File: config.mk
export PLATFORM = sky130hd
export DESIGN_NAME = bus16_arbiter_x2
export DESIGN_NICKNAME = d
export VERILOG_FILES = /design/src/rtl/bus16_pkg.sv /design/src/rtl/rr_arb2.sv /design/src/rtl/bus16_arbiter_x2.sv
export SDC_FILE = /design/constraint.sdc
export NUM_CORES = 1
export LEC_CHECK = 0
export ABC_AREA = 0
export ABC_CLOCK_PERIOD_IN_PS = 2400
export BUFFER_PORTS_ARGS = -buffer_cell sky130_fd_sc_hd__clkbuf_2
export CORE_MARGIN = 1.5
export CORE_UTILIZATION = 47
export DETAILED_ROUTE_END_ITERATION = 10
export PLACE_DENSITY_LB_ADDON = 0.2
export SLEW_MARGIN = 5
export SYNTH_ARGS = -nofsm -noshare
export SYNTH_HDL_FRONTEND = slang
export SYNTH_SLANG_ARGS = --single-unit
File: constraint.sdc
create_clock -name i_Bus_Clk -period 2.4 [get_ports i_Bus_Clk]
set_input_delay 0.6 -clock i_Bus_Clk [delete_from_list [all_inputs] [get_ports i_Bus_Clk]]
set_output_delay 0.6 -clock i_Bus_Clk [all_outputs]
set_load 0.05 [all_outputs]
File: src/rtl/bus16_pkg.sv
// Shared types and constants for the two-requester 16-bit register bus arbiter.
package bus16_pkg;

  localparam int BUS_DATA_W = 16;
  localparam logic [BUS_DATA_W-1:0] TIMEOUT_DATA_DEF = 16'hDEAD;

  typedef enum logic [1:0] {
    IDLE    = 2'd0,
    ISSUE   = 2'd1,
    WAIT_RD = 2'd2
  } state_t;

  typedef logic req_idx_t;

  localparam req_idx_t REQ_M0 = 1'b0;
  localparam req_idx_t REQ_M1 = 1'b1;

endpackage

File: src/rtl/rr_arb2.sv
// Two-way round-robin arbiter: registered last grant plus combinational winner select.
module rr_arb2
  import bus16_pkg::*;
(
  input  logic       clk,
  input  logic       rst_n,
  input  logic [1:0] req,
  input  logic       grant_en,
  output req_idx_t   winner,
  output logic       valid
);

  req_idx_t last_grant;

  // M1 as the reset history lets M0 win the first tie.
  always_ff @(posedge clk or negedge rst_n) begin
    if (!rst_n) begin
      last_grant <= REQ_M1;
    end else if (grant_en && valid) begin
      last_grant <= winner;
    end
  end

  always_comb begin
    winner = REQ_M0;
    case (req)
      2'b01:   winner = REQ_M0;
      2'b10:   winner = REQ_M1;
      2'b11:   winner = ~last_grant;
      default: winner = REQ_M0;
    endcase
  end

  assign valid = |req;

endmodule

File: src/rtl/bus16_arbiter_x2.sv
// Arbitrates one 16-bit CS/Wr_Rd_n register bus between requesters M0 and M1,
// one transaction in flight, with a read timeout for silent slaves.
//
//   state   | meaning
//   IDLE    | no transaction; arbitrate and latch winner's command
//   ISSUE   | CS and winner's Ack high for exactly one cycle
//   WAIT_RD | read issued; wait for Rd_DV or timeout
module bus16_arbiter_x2
  import bus16_pkg::*;
#(
  parameter int                    ADDR_WIDTH   = 8,
  parameter int                    RD_TIMEOUT   = 16,
  parameter logic [BUS_DATA_W-1:0] TIMEOUT_DATA = TIMEOUT_DATA_DEF
) (
  input  logic                  i_Bus_Clk,
  input  logic                  i_Bus_Rst_L,
  input  logic                  i_M0_Req,
  input  logic                  i_M0_Wr_Rd_n,
  input  logic [ADDR_WIDTH-1:0] i_M0_Addr8,
  input  logic [BUS_DATA_W-1:0] i_M0_Wr_Data,
  output logic                  o_M0_Ack,
  output logic [BUS_DATA_W-1:0] o_M0_Rd_Data,
  output logic                  o_M0_Rd_DV,
  output logic                  o_M0_Rd_Err,
  input  logic                  i_M1_Req,
  input  logic                  i_M1_Wr_Rd_n,
  input  logic [ADDR_WIDTH-1:0] i_M1_Addr8,
  input  logic [BUS_DATA_W-1:0] i_M1_Wr_Data,
  output logic                  o_M1_Ack,
  output logic [BUS_DATA_W-1:0] o_M1_Rd_Data,
  output logic                  o_M1_Rd_DV,
  output logic                  o_M1_Rd_Err,
  output logic                  o_Bus_CS,
  output logic                  o_Bus_Wr_Rd_n,
  output logic [ADDR_WIDTH-1:0] o_Bus_Addr8,
  output logic [BUS_DATA_W-1:0] o_Bus_Wr_Data,
  input  logic [BUS_DATA_W-1:0] i_Bus_Rd_Data,
  input  logic                  i_Bus_Rd_DV
);

  localparam logic [7:0] TMO_LAST = 8'(RD_TIMEOUT - 1);

  state_t                state_q, state_d;
  logic [7:0]            timer_q, timer_d;
  req_idx_t              idx_q, idx_d;
  logic                  cs_q, cs_d;
  logic                  wr_q, wr_d;
  logic [ADDR_WIDTH-1:0] addr_q, addr_d;
  logic [BUS_DATA_W-1:0] wdata_q, wdata_d;
  logic [1:0]            ack_q, ack_d, dv_q, dv_d, err_q, err_d;
  logic [BUS_DATA_W-1:0] rd_q [2];
  logic [BUS_DATA_W-1:0] rd_d [2];

  req_idx_t winner;
  logic     arb_valid;
  logic     grant_en;

  assign grant_en = (state_q == IDLE);

  rr_arb2 u_arb (
    .clk      (i_Bus_Clk),
    .rst_n    (i_Bus_Rst_L),
    .req      ({i_M1_Req, i_M0_Req}),
    .grant_en (grant_en),
    .winner   (winner),
    .valid    (arb_valid)
  );

  always_comb begin
    state_d = state_q;
    timer_d = timer_q;
    idx_d   = idx_q;
    wr_d    = wr_q;
    addr_d  = addr_q;
    wdata_d = wdata_q;
    rd_d[0] = rd_q[0];
    rd_d[1] = rd_q[1];
    cs_d    = 1'b0;
    ack_d   = 2'b00;
    dv_d    = 2'b00;
    err_d   = 2'b00;
    case (state_q)
      IDLE: begin
        if (arb_valid) begin
          idx_d         = winner;
          wr_d          = winner ? i_M1_Wr_Rd_n : i_M0_Wr_Rd_n;
          addr_d        = winner ? i_M1_Addr8   : i_M0_Addr8;
          wdata_d       = winner ? i_M1_Wr_Data : i_M0_Wr_Data;
          cs_d          = 1'b1;
          ack_d[winner] = 1'b1;
          state_d       = ISSUE;
        end
      end
      ISSUE: begin
        if (wr_q) begin
          state_d = IDLE;
        end else begin
          timer_d = 8'd0;
          state_d = WAIT_RD;
        end
      end
      WAIT_RD: begin
        // DV takes priority over a timeout landing in the same cycle.
        if (i_Bus_Rd_DV) begin
          rd_d[idx_q] = i_Bus_Rd_Data;
          dv_d[idx_q] = 1'b1;
          state_d     = IDLE;
        end else if (timer_q == TMO_LAST) begin
          rd_d[idx_q]  = TIMEOUT_DATA;
          dv_d[idx_q]  = 1'b1;
          err_d[idx_q] = 1'b1;
          state_d      = IDLE;
        end else begin
          timer_d = timer_q + 8'd1;
        end
      end
      default: state_d = IDLE;
    endcase
  end

  always_ff @(posedge i_Bus_Clk or negedge i_Bus_Rst_L) begin
    if (!i_Bus_Rst_L) begin
      state_q <= IDLE;
      timer_q <= 8'd0;
      idx_q   <= REQ_M0;
      cs_q    <= 1'b0;
      wr_q    <= 1'b0;
      addr_q  <= '0;
      wdata_q <= '0;
      ack_q   <= 2'b00;
      dv_q    <= 2'b00;
      err_q   <= 2'b00;
      rd_q[0] <= '0;
      rd_q[1] <= '0;
    end else begin
      state_q <= state_d;
      timer_q <= timer_d;
      idx_q   <= idx_d;
      cs_q    <= cs_d;
      wr_q    <= wr_d;
      addr_q  <= addr_d;
      wdata_q <= wdata_d;
      ack_q   <= ack_d;
      dv_q    <= dv_d;
      err_q   <= err_d;
      rd_q[0] <= rd_d[0];
      rd_q[1] <= rd_d[1];
    end
  end

  assign o_Bus_CS      = cs_q;
  assign o_Bus_Wr_Rd_n = wr_q;
  assign o_Bus_Addr8   = addr_q;
  assign o_Bus_Wr_Data = wdata_q;
  assign o_M0_Ack      = ack_q[0];
  assign o_M1_Ack      = ack_q[1];
  assign o_M0_Rd_DV    = dv_q[0];
  assign o_M1_Rd_DV    = dv_q[1];
  assign o_M0_Rd_Err   = err_q[0];
  assign o_M1_Rd_Err   = err_q[1];
  assign o_M0_Rd_Data  = rd_q[0];
  assign o_M1_Rd_Data  = rd_q[1];

endmodule
# After elaboration in Yosys (flattened, before gate mapping)
# Cells that the tools add are included.
# totals
word_cells	78
regBits	76
in_bits	71
# classes
eq_ne	10
addsub	1
muxes	31
n_bitwise	5
n_reduce_logical	12
magnitude_cmp	6
# op_table
op	count
$mux 32	2
$bwmux 32	1
$mux 16	2
$mux 8	4
$mux 2	11
$or 22x22->22	1
$demux 16 s1	1
$pmux 8 s2	1
$and 10x10->10	1
$not 10->10	1
$add 8x1->8 const B	1
$eq 8x4->1 const B	1
$ne 2x2->1 const B	4
$eq 2x2->1 const B	3
$pmux 2 s3	1
$reduce_and 2->1	3
$mux 1	5
$logic_and 1x1->1	4
$lt 1x2->1 const B	2
$reduce_and 4->1	1
$reduce_bool 2->1	2
$ne 3x3->1 const B	1
$demux 1 s1	2
$eq 2x1->1 const B	1
8 further kinds	9

# Depth between registers and ports, before layout
# Gate-level depths: netlist (run 1).
# logic_depth
ltp_word	9
depth_mapped	8
mapped_depth_nobuf	6

# By module
# Synthesis (run 1) repeated with hierarchy kept, for this count alone.
# hier_totals
hier_cells	353
area_unflattened_um2	3448.3
# modules_own_cells
module	n_inst	cells_each	area_per_inst_um2
bus16_arbiter_x2	1	348	3397.0
rr_arb2	1	5	51.3

# Least setup slack after synthesis (run 1)
# OpenSTA, ideal clock, no wires.
# synth_path
kind	flip-flop to flip-flop
startpoint	register timer_q[0]
endpoint	register rd_q, in the netlist o_M0_Rd_Data[10]
arrival_ns	1.578
required_time_ns	2.279
slack_ns	0.700
setup_ns	0.121
path_stages_with_launch	8
path_cell_list	dfrtp_1 -> ha_1 -> nand3_1 -> nor2_4 -> o21ai_4 -> clkinv_4 -> buf_12 -> o22a_1
# synth_between
elab_chain_len	3
# synth_lines
item	line_no	text
from (decl)	bus16_arbiter_x2.sv:44	logic [7:0] timer_q, timer_d;
from (signal assigned)	bus16_arbiter_x2.sv:137	timer_q <= timer_d;
$eq 8x4->1	bus16_arbiter_x2.sv:108	end else if (timer_q == TMO_LAST) begin
$reduce_bool 2->1 (no source line)	-	
$reduce_and 2->1 (no source line)	-	
to (decl)	bus16_arbiter_x2.sv:51	logic [BUS_DATA_W-1:0] rd_q [2];
# No other way between the ends.
# A chain may end at the register's enable or synchronous reset.

# Worst setup path in the final report (run 1)
# layout_path
startpoint	register timer_q[0]
endpoint	register rd_q, in the netlist o_M1_Rd_Data[14]
# Same word-level chain as after synthesis.

==> results.txt, run 1 <==
* WL per Instance: 14.9 microns
- Sum of buffers and inverters on the critical path: 1
- Root Buffer Master: sky130_fd_sc_hd__clkbuf_8
* Crit path setup slack, layout: 0.407 ns
- Insertion delay to the later sink of the worst-skew pair: approximately 0.33 ns
- Summing all multi-input logic gate instances after layout gives between 1000 and 1500 sq um.
- Dividing the synthesized area by the synthesized cell count gives about 12 sq um.
* Cell with the most instances after synthesis: sky130_fd_sc_hd__dfrtp_1
- The worst setup path is launched from a register.
- Hold is met by 0.247 ns.
- Max FO, Critical Path: 12
- The number of antenna diodes in the final layout is 0.
- After Yosys synthesis, and, or, nand and nor cells account for just over 10% of the synthesized area.
- Top FF cell, synth: sky130_fd_sc_hd__dfrtp_1
- Adding up every negative setup slack in the final design gives 0 ns.
- Class of the tightest hold or removal check: input pin to async pin
- Cells with a size suffix above 1 make up 43.5% of the layout.
- VDD sags by at most between 900 and 1000 uV.
* First-pass iteration count of the detailed router: 7
- Count of max-cap constraint violations: 0
- Via count of the first global-routing pass: 2,481
- The number of nets in the synthesized netlist is between 300 and 400.
- Setup slack on the worst reg-to-reg path comes out at between 0.4 and 0.5 ns.
- Dividing total power by cell area gives a power density of ~1600 nW/um^2.
- Worst setup EP type: register
* Arrival time of the worst setup path: 2.21 ns
- Post-synthesis sequential area ratio: roughly three fifths
* Crit Path Class: register to register
* Pin count of the biggest net entering global routing: 41
* Share of the core filled with cells: 64.1%
- Endpoint of the most critical register-to-register path: o_M1_Rd_Data[14]$_DFFE_PN0P_
* Routed vias/inst: 5.30
- Synthesis produced 258 cells.
- The detail route stage leaves a number of antenna-violating nets equal to 0.
- Wires add up to 7100 microns.
- From synthesis to final layout, the design area changed by 29.8%.
- CTS Sinks: 76
- Final routed DRC violation total: 9
- Ordered cell list for the critical path: ha_1 -> and3_1 -> a21oi_1 -> or2_1 -> clkinv_2 -> o22a_1
- Subtracting the final worst setup slack from the clock period gives 1.99 ns.
- Total setup violations reported at the end of the flow: 0
- Summing all flip-flop and latch instances after layout gives around 1900 sq um.
* Run status: finished, violations left
* Share of synthesized flip-flops with an asynchronous set or reset: 100%
* Total routing usage reported by global routing: 20.4%
- Number of slew-limit violations in the final report: 0
- The initial utilization of the core area, before any placement, comes to 49.4%.
- Detailed routing inserted a total of around 2,500 vias.
- TritonCTS built the clock tree.
- After clock tree synthesis, the clock-pin slew on the worst setup and hold paths is 0.08 ns.
- The checks that failed: design-rule violations.
- Clock H-tree levels: 3
* Final-report hold violation count: 0
- Main area contributors after synthesis: sky130_fd_sc_hd__dfrtp_1 (59%), sky130_fd_sc_hd__mux2i_1 (6.3%), sky130_fd_sc_hd__o22a_1 (5.5%)
- The final layout contains 466 nets.
- Combined area of all synthesized cells: approximately 3200 sq um
- Dominant delay contributor by cell family on the critical path: simple AND/OR/NAND/NOR gates
- The number of antenna violations at the first check in global routing was 0.
* Largest family of logic cells by synthesized area: compound AO/OA/AOI/OAI gates
* Count of flip-flops with a built-in enable after synthesis: 0
- The die is 85.2 microns wide.
* Post-synthesis share of cell area spent on full adders, half adders and majority gates: 0.394%
- Number of unique standard cell types used by synthesis: 42
* Leak pwr: 2.10 nW
- In this run the tool buffered the top-level ports with 134 buffer cells.
- The core region is 6420 sq um.
- R2R cell count: 6
- For this run, the number of Yosys warnings is 0.
- For the pin with the worst max-slew slack, the measured transition is 0.579 ns.
- Unrepaired setup endpoints after global routing: no
- The floorplan has 29 rows.
* Area fraction of the dominant cell type after synthesis: 59.2%
* Most used standard cells in the synthesized netlist: sky130_fd_sc_hd__dfrtp_1 (75), sky130_fd_sc_hd__nand2_1 (28), sky130_fd_sc_hd__o21ai_0 (23)
* Layout filler cell count: 524
* Post-route clock period utilization: between 80% and 90%
- For the final database, setup skew stands at 0.0124 ns.
- Slowest stage cell, crit path: sky130_fd_sc_hd__dfrtp_1
* Top cell type by total area after synthesis: sky130_fd_sc_hd__dfrtp_1
- Post-cts hold buffer count: 0
* Mux share of post-synthesis cell area: 6.31%
- R2R Path Start: timer_q[0]$_DFFE_PN0P_
* Total clock buffers created by CTS: 9
- Post-CTS repair changed the size of 0 cells.
- Derived from the worst setup path, the maximum achievable clock frequency is 502 MHz.
- Post-placement setup slack: 0.362 ns
- The first global-routing pass estimated 11,700 microns of wire.
- Worst stage delay on the critical path: between 0.4 and 0.5 ns
* Parity-gate share of the synthesized area counting xor and xnor cells: 0%
- At the worst endpoint, the required time is ~2.6 ns.
- Pin placement for this block handled 135 I/O pins.
- Summing the areas of all compound-gate instances in the mapped netlist gives 19.1% of the synthesized area.
- Die area: 7250 sq um
* HPWL Detailed: around 5300 microns
* Register bit count reported by yosys: 76
- Aggregate global routing overflow: 0
* Worst slew margin relative to its limit: approximately 60%
- Last weighted congestion value of the routability-driven placer: about 0.84
* Number of DRC violations after detailed-routing iteration 0: 127
* Postcts setup bufs: 0
* Max Root-Sink Buffers: 2
- From bottom edge to top edge, the die measures roughly 85 microns.
[worst max-delay path by stage]
stage | start | end | slack [ns] | cells past startpoint
detailed placement | i_Bus_Rd_DV | timer_q[6]$_DFFE_PN0P_ | 0.36 | 5
global route | timer_q[0]$_DFFE_PN0P_ | o_M1_Rd_Data[14]$_DFFE_PN0P_ | 0.27 | 6
CTS | timer_q[0]$_DFFE_PN0P_ | o_M1_Rd_Data[11]$_DFFE_PN0P_ | 0.42 | 6
floorplan | timer_q[0]$_DFFE_PN0P_ | o_M0_Rd_Data[10]$_DFFE_PN0P_ | 0.70 | 7
global placement | i_Bus_Rd_DV | timer_q[5]$_DFFE_PN0P_ | 0.43 | 5
finish | timer_q[0]$_DFFE_PN0P_ | o_M1_Rd_Data[14]$_DFFE_PN0P_ | 0.41 | 6
[through the flow]
stage / instances / total power [W] / area, sq um
floorplan: 258 / 0.00485 / 3170
global placement: 460 / 0.00563 / 3920
detailed placement: 460 / 0.00571 / 3920
CTS: 475 / 0.00667 / 4120
global route: 475 / 0.00697 / 4120
finish: 475 / 0.00661 / 4120
[cells in the final DEF (no fill, tap or decap), drive strengths merged, types with 2 or more instances in the layout]
| master | n |
|---|---|
| a31oi | 4 |
| nand2 | 29 |
| inv | 6 |
| a21oi | 3 |
| buf | 5 |
| clkbuf | 143 |
| nor4 | 2 |
| clkinv | 4 |
| and2 | 2 |
| a22o | 10 |
| dfrtp | 75 |
| and3 | 10 |
| nor2 | 6 |
| a41oi | 3 |
| a221o | 6 |
| a21boi | 2 |
| o21ai | 25 |
| nand3 | 7 |
| a21o | 2 |
| o22a | 22 |
| mux2i | 20 |
[metal layers]
layer | track usage, % | share of wire (%) | up-vias
met5 | 0 | 0 | -
met4 | 6.86 | 0.80 | 0
met3 | 5.06 | 7.7 | 5
met2 | 32.9 | 47 | 113
met1 | 27.1 | 45 | 1179
li1 | - | - | 1219
[cell families (layout without fill, tap and decap cells)]
kind of cell / Yosys count / count (layout)
flops: 76 / 76
buf+inv: 20 / 160
fa+ha+maj: 1 / 1
simple gates: 62 / 62
compound gates: 79 / 79
mux: 20 / 20
[cell type report]
class | instances | area share [%]
clock buffer | 10 | 3.34
tap | 77 | 2.34
clock inverter | 5 | 1.46
timing repair buffer | 138 | 17.7
sequential | 76 | 46.2
multi-input combinational | 162 | 28.1
inverter | 7 | 0.790
[state kept, by name (all words and copies together), names as in the netlist]
name	cells
o_Bus_Wr_Data	16
o_M0_Rd_Data	16
o_M1_Rd_Data	16
o_Bus_Addr8	8
timer_q	8
ack_q	2
dv_q	2
err_q	2
state_q	2
idx_q	1
o_Bus_CS	1
o_Bus_Wr_Rd_n	1
u_arb.last_grant	1
[power by group]
group	internal (W)	total [W]	switching [W]
Clock	0.000507	0.000950	0.000444
Combinational	0.000909	0.00345	0.00254
Sequential	0.00185	0.00222	0.000367
Total	0.00326	0.00661	0.00335
[worst reg2reg max path: stages (launching register included)]
cell and delay (ns):
sky130_fd_sc_hd__dfrtp_1 0.45, sky130_fd_sc_hd__ha_1 0.31, sky130_fd_sc_hd__and3_1 0.22, sky130_fd_sc_hd__a21oi_1 0.14
sky130_fd_sc_hd__or2_1 0.28, sky130_fd_sc_hd__clkinv_2 0.24, sky130_fd_sc_hd__o22a_1 0.25
(Power assumes the default switching activity.)
==> run 2, diff against run 1 <==
--- a/config.mk
+++ b/config.mk
@@ -5,11 +5,11 @@
 export SDC_FILE = /design/constraint.sdc
 export NUM_CORES = 1
 export LEC_CHECK = 0
-export ABC_AREA = 0
-export ABC_CLOCK_PERIOD_IN_PS = 2400
+export ABC_AREA = 1
+export ABC_CLOCK_PERIOD_IN_PS = 1900
 export BUFFER_PORTS_ARGS = -buffer_cell sky130_fd_sc_hd__clkbuf_2
 export CORE_MARGIN = 1.5
-export CORE_UTILIZATION = 47
+export CORE_UTILIZATION = 50
 export DETAILED_ROUTE_END_ITERATION = 10
 export PLACE_DENSITY_LB_ADDON = 0.2
 export SLEW_MARGIN = 5
==> constraint.sdc (replaced) <==
create_clock -name i_Bus_Clk -period 1.9 [get_ports i_Bus_Clk]
set_input_delay 0.475 -clock i_Bus_Clk [delete_from_list [all_inputs] [get_ports i_Bus_Clk]]
set_output_delay 0.475 -clock i_Bus_Clk [all_outputs]
set_load 0.05 [all_outputs]
==> run 2 against run 1 <==
The run now ends clean. Total power rose by 33%. Utilization rose by 1.9 points. Register-to-register slack got worse by 0.15 ns. Largest power group unchanged. Synthesized cell count rose by 92%. Sequential share of layout area fell by 6.9 points. Wire length rose by 41%. Global-route usage rose by 5.4 points. Critical path depth rose by 2.
==> results.txt, run 2 <==
- Root Buffer Master: sky130_fd_sc_hd__clkbuf_8
- The clock passes through at most 2 buffers.
- Most numerous cell on the critical path: sky130_fd_sc_hd__nand2_1
- Count of flip-flops with a built-in enable after synthesis: 0
- First-pass iteration count of the detailed router: 5
- Post-Syn Nets: between 500 and 600
- Class of the tightest hold or removal check: input pin to async pin
* Share of synthesized flip-flops with an asynchronous set or reset: 100%
* Number of unique standard cell types used by synthesis: 25
- The detail route stage leaves a number of antenna-violating nets equal to 0.
- Diode insertion count for antenna repair: 0
* Clock tree from TritonCTS: yes
- Arrival time of the worst setup path: 1.88 ns
- Top FF cell, synth: sky130_fd_sc_hd__dfrtp_1
- In the post-synthesis netlist, the biggest area contributors are sky130_fd_sc_hd__dfrtp_1 (49%), sky130_fd_sc_hd__nand2_1 (18%), sky130_fd_sc_hd__o21ai_0 (8.0%).
* Worst slew margin relative to its limit: 64.9%
- Number of DRC violations after detailed-routing iteration 0: 272
- The clock tree synthesis step divided the H-tree into 3 levels.
- Final net count: 701
- The slowest stage of the critical path is the sky130_fd_sc_hd__dfrtp_1 cell.
- Power density over the cells: roughly 1800 nW/um^2
* Final-report hold violation count: 0
* Combined area of all synthesized cells: 3820 sq um
- The number of global-route vias before repair was 3,516.
* Postcts setup bufs: 0
- The library cell used most frequently in the layout, excluding fill and tap cells, is sky130_fd_sc_hd__nand2_1.
- Initial antenna violation count: 0
* Post-Syn Area per Cell: approximately 7.7 sq um
- WL per Instance: 13.7 microns
* Die area: 8180 sq um
* Worst EP required: between 2 and 2.5 ns
- Routed vias/inst: 5.28
* Total negative setup slack: 0 ns
* Crit Path Class: register to register
- Leak pwr: 2.61 nW
* Area added between synthesis and finish: 26.5%
- Post-cts gate resize count: 0
* F_max: 609 MHz
- Global routing finished with a remaining overflow of 0.
- Unrepaired setup endpoints after global routing: no
* Routed WL: 10,000 microns
- Across the VDD grid, the largest voltage drop is 1120 uV.
* Register bit count reported by yosys: 76
- The worst setup path is launched from a register.
- For this configuration, the core starts out at a cell density of 52.1%.
- Cell with the most instances after synthesis: sky130_fd_sc_hd__nand2_1
- Run status: completed
* Die extent in x: about 90 microns
- The clock drives 76 sinks.
* Final routed DRC violation total: 0
- Most used standard cells in the synthesized netlist: sky130_fd_sc_hd__nand2_1 (188), sky130_fd_sc_hd__dfrtp_1 (75), sky130_fd_sc_hd__o21ai_0 (61)
* Total power draw: 0.00882 W
- The max-slew violation count was 0.
- HPWL Detailed: 7290 microns
* Post-cts hold buffer count: 0
- At the pin with the least slew margin, the transition time is about 0.53 ns.
- Traced cell by cell, the critical path runs through ha_1 -> nand2_2 -> nor2_4 -> nand3_2 -> nand2_4 -> nand3_4 -> nand2_1 -> nand2_1.
* Max FO, Critical Path: 16
- Area fraction of the dominant cell type after synthesis: 49.1%
* Count of max-cap constraint violations: 0
* I/O pin cnt: 135
- Clock latency on the worst-skew pair, taken at its later pin, is about 0.35 ns.
- The cell count after synthesis came out at 495.
* Pin count of the biggest net entering global routing: 38
- Counting I/O delays and the setup requirement, the final critical path takes approximately 1.6 ns.
- In this design, the stage delay of the slowest critical-path cell is 0.42 ns.
* Clock edge transition at the registers on the reported setup and hold paths: 0.08 ns
- Of the cells placed in the final design, the portion with a size suffix greater than 1 is 29.0%.
- Setup violations remaining at the end of the flow were counted as 0.
* Row Count: 31
* Top library cells by usage in the layout, fill and taps aside: sky130_fd_sc_hd__nand2_1 (188), sky130_fd_sc_hd__clkbuf_2 (133), sky130_fd_sc_hd__dfrtp_1 (75)
* Post-route clock period utilization: 86.5%
- Worst setup EP type: register
- Routability-driven placement finished with a final weighted congestion of 0.893.
- Synthesis warning total: 0
- The number of clock buffers added by TritonCTS is 9.
- Sequential elements use 49.8% of the synthesized area.
* Vertical die dimension: 90.4 microns
- Count of vias placed by the detailed router: 3,870
* Number of I/O port buffers: ~130
* Clock Skews: 0.00648 ns
- In this run the standard cell core region covers 7330 sq um.
- Top cell type by total area after synthesis: sky130_fd_sc_hd__dfrtp_1
- Wire length of the first global-routing pass: approximately 17,000 microns
* Total routing usage reported by global routing: 25.8%
run 2: changes by cell type in the layout (fill, tap and decap cells not counted), moves of 6 or more:
cell and change:
sky130_fd_sc_hd__a22o_1 -7, sky130_fd_sc_hd__a221o_1 -6, sky130_fd_sc_hd__nand4_1 +33, sky130_fd_sc_hd__and3_1 -9, sky130_fd_sc_hd__nor2_1 +36, sky130_fd_sc_hd__nand2_1 +160, sky130_fd_sc_hd__nand3_1 +27, sky130_fd_sc_hd__mux2i_1 -20
sky130_fd_sc_hd__buf_4 +15, sky130_fd_sc_hd__o21ai_0 +39, sky130_fd_sc_hd__o22a_1 -20
run 2: worst max-delay path: cells and delay by family, from the launching register on:
kind,cells,cell delay [ns]
fa+ha+maj,1,0.20
flops,1,0.42
simple gates,7,0.90
run 2: through the flow:
step	area (sq um)	hold slack, ns	util (%)	instances	setup slack (ns)
final	4840	0.0821	66.0	733	0.257
after global routing	4840	0.0990	66.0	733	0.0857
after CTS	4840	0.0878	66.0	733	0.275
after detailed placement	4620	0.469	63.0	717	0.289
after global placement	4620	0.460	63.0	717	0.335
after floorplan	3820	0.179	-	495	0.458
run 2: final cells by class:
type,instances,area (sq um)
inverters,12,45.0
clock inverters,6,87.6
well taps,99,124
flip-flops and latches,76,1900
repair buffers,152,821
multi-input cells,378,1730
fillers,624,2490
clock buffers,10,128
run 2: logic make-up after synthesis:
family / share of synthesized area, %
buffers and inverters: 4.98
flip-flops: 49.8
AND/OR/NAND/NOR: 35.9
adder cells (fa/ha/maj): 0.327
AO/OA/AOI/OAI: 9.03
run 2: worst paths after layout:
check                                             start                             to  slack [ns]  cells past startpoint
hold / removal                              i_Bus_Rst_L  o_Bus_Wr_Data[13]$_DFFE_PN0P_        0.08                      1
setup reg to reg                 timer_q[0]$_DFFE_PN0P_    o_M0_Rd_Data[5]$_DFFE_PN0P_        0.26                      8
max in group asynchronous                   i_Bus_Rst_L     o_Bus_Addr8[3]$_DFFE_PN0P_        1.30                      2
setup / recovery                 timer_q[0]$_DFFE_PN0P_    o_M0_Rd_Data[5]$_DFFE_PN0P_        0.26                      8
min in group i_Bus_Clk                    i_M0_Addr8[2]     o_Bus_Addr8[2]$_DFFE_PN0P_        0.33                      3
hold reg to reg            u_arb.last_grant$_DFFE_PN1P_   u_arb.last_grant$_DFFE_PN1P_        0.48                      2
run 2: where the power goes:
part	leakage, nW	total, W	internal (W)	switching [W]
combinational	1.53	0.00471	0.00105	0.00366
sequential	0.972	0.00278	0.00229	0.000491
clock	0.111	0.00134	0.000742	0.000596
run 2: layer usage:
layer / global-route usage, % / vias to the layer above / wire [microns]
li1: - / 1909 / -
met4: 8.33 / 0 / 173
met1: 35.6 / 1800 / 4520
met3: 5.47 / 16 / 623
met5: 0 / - / 0
met2: 40.8 / 145 / 4720
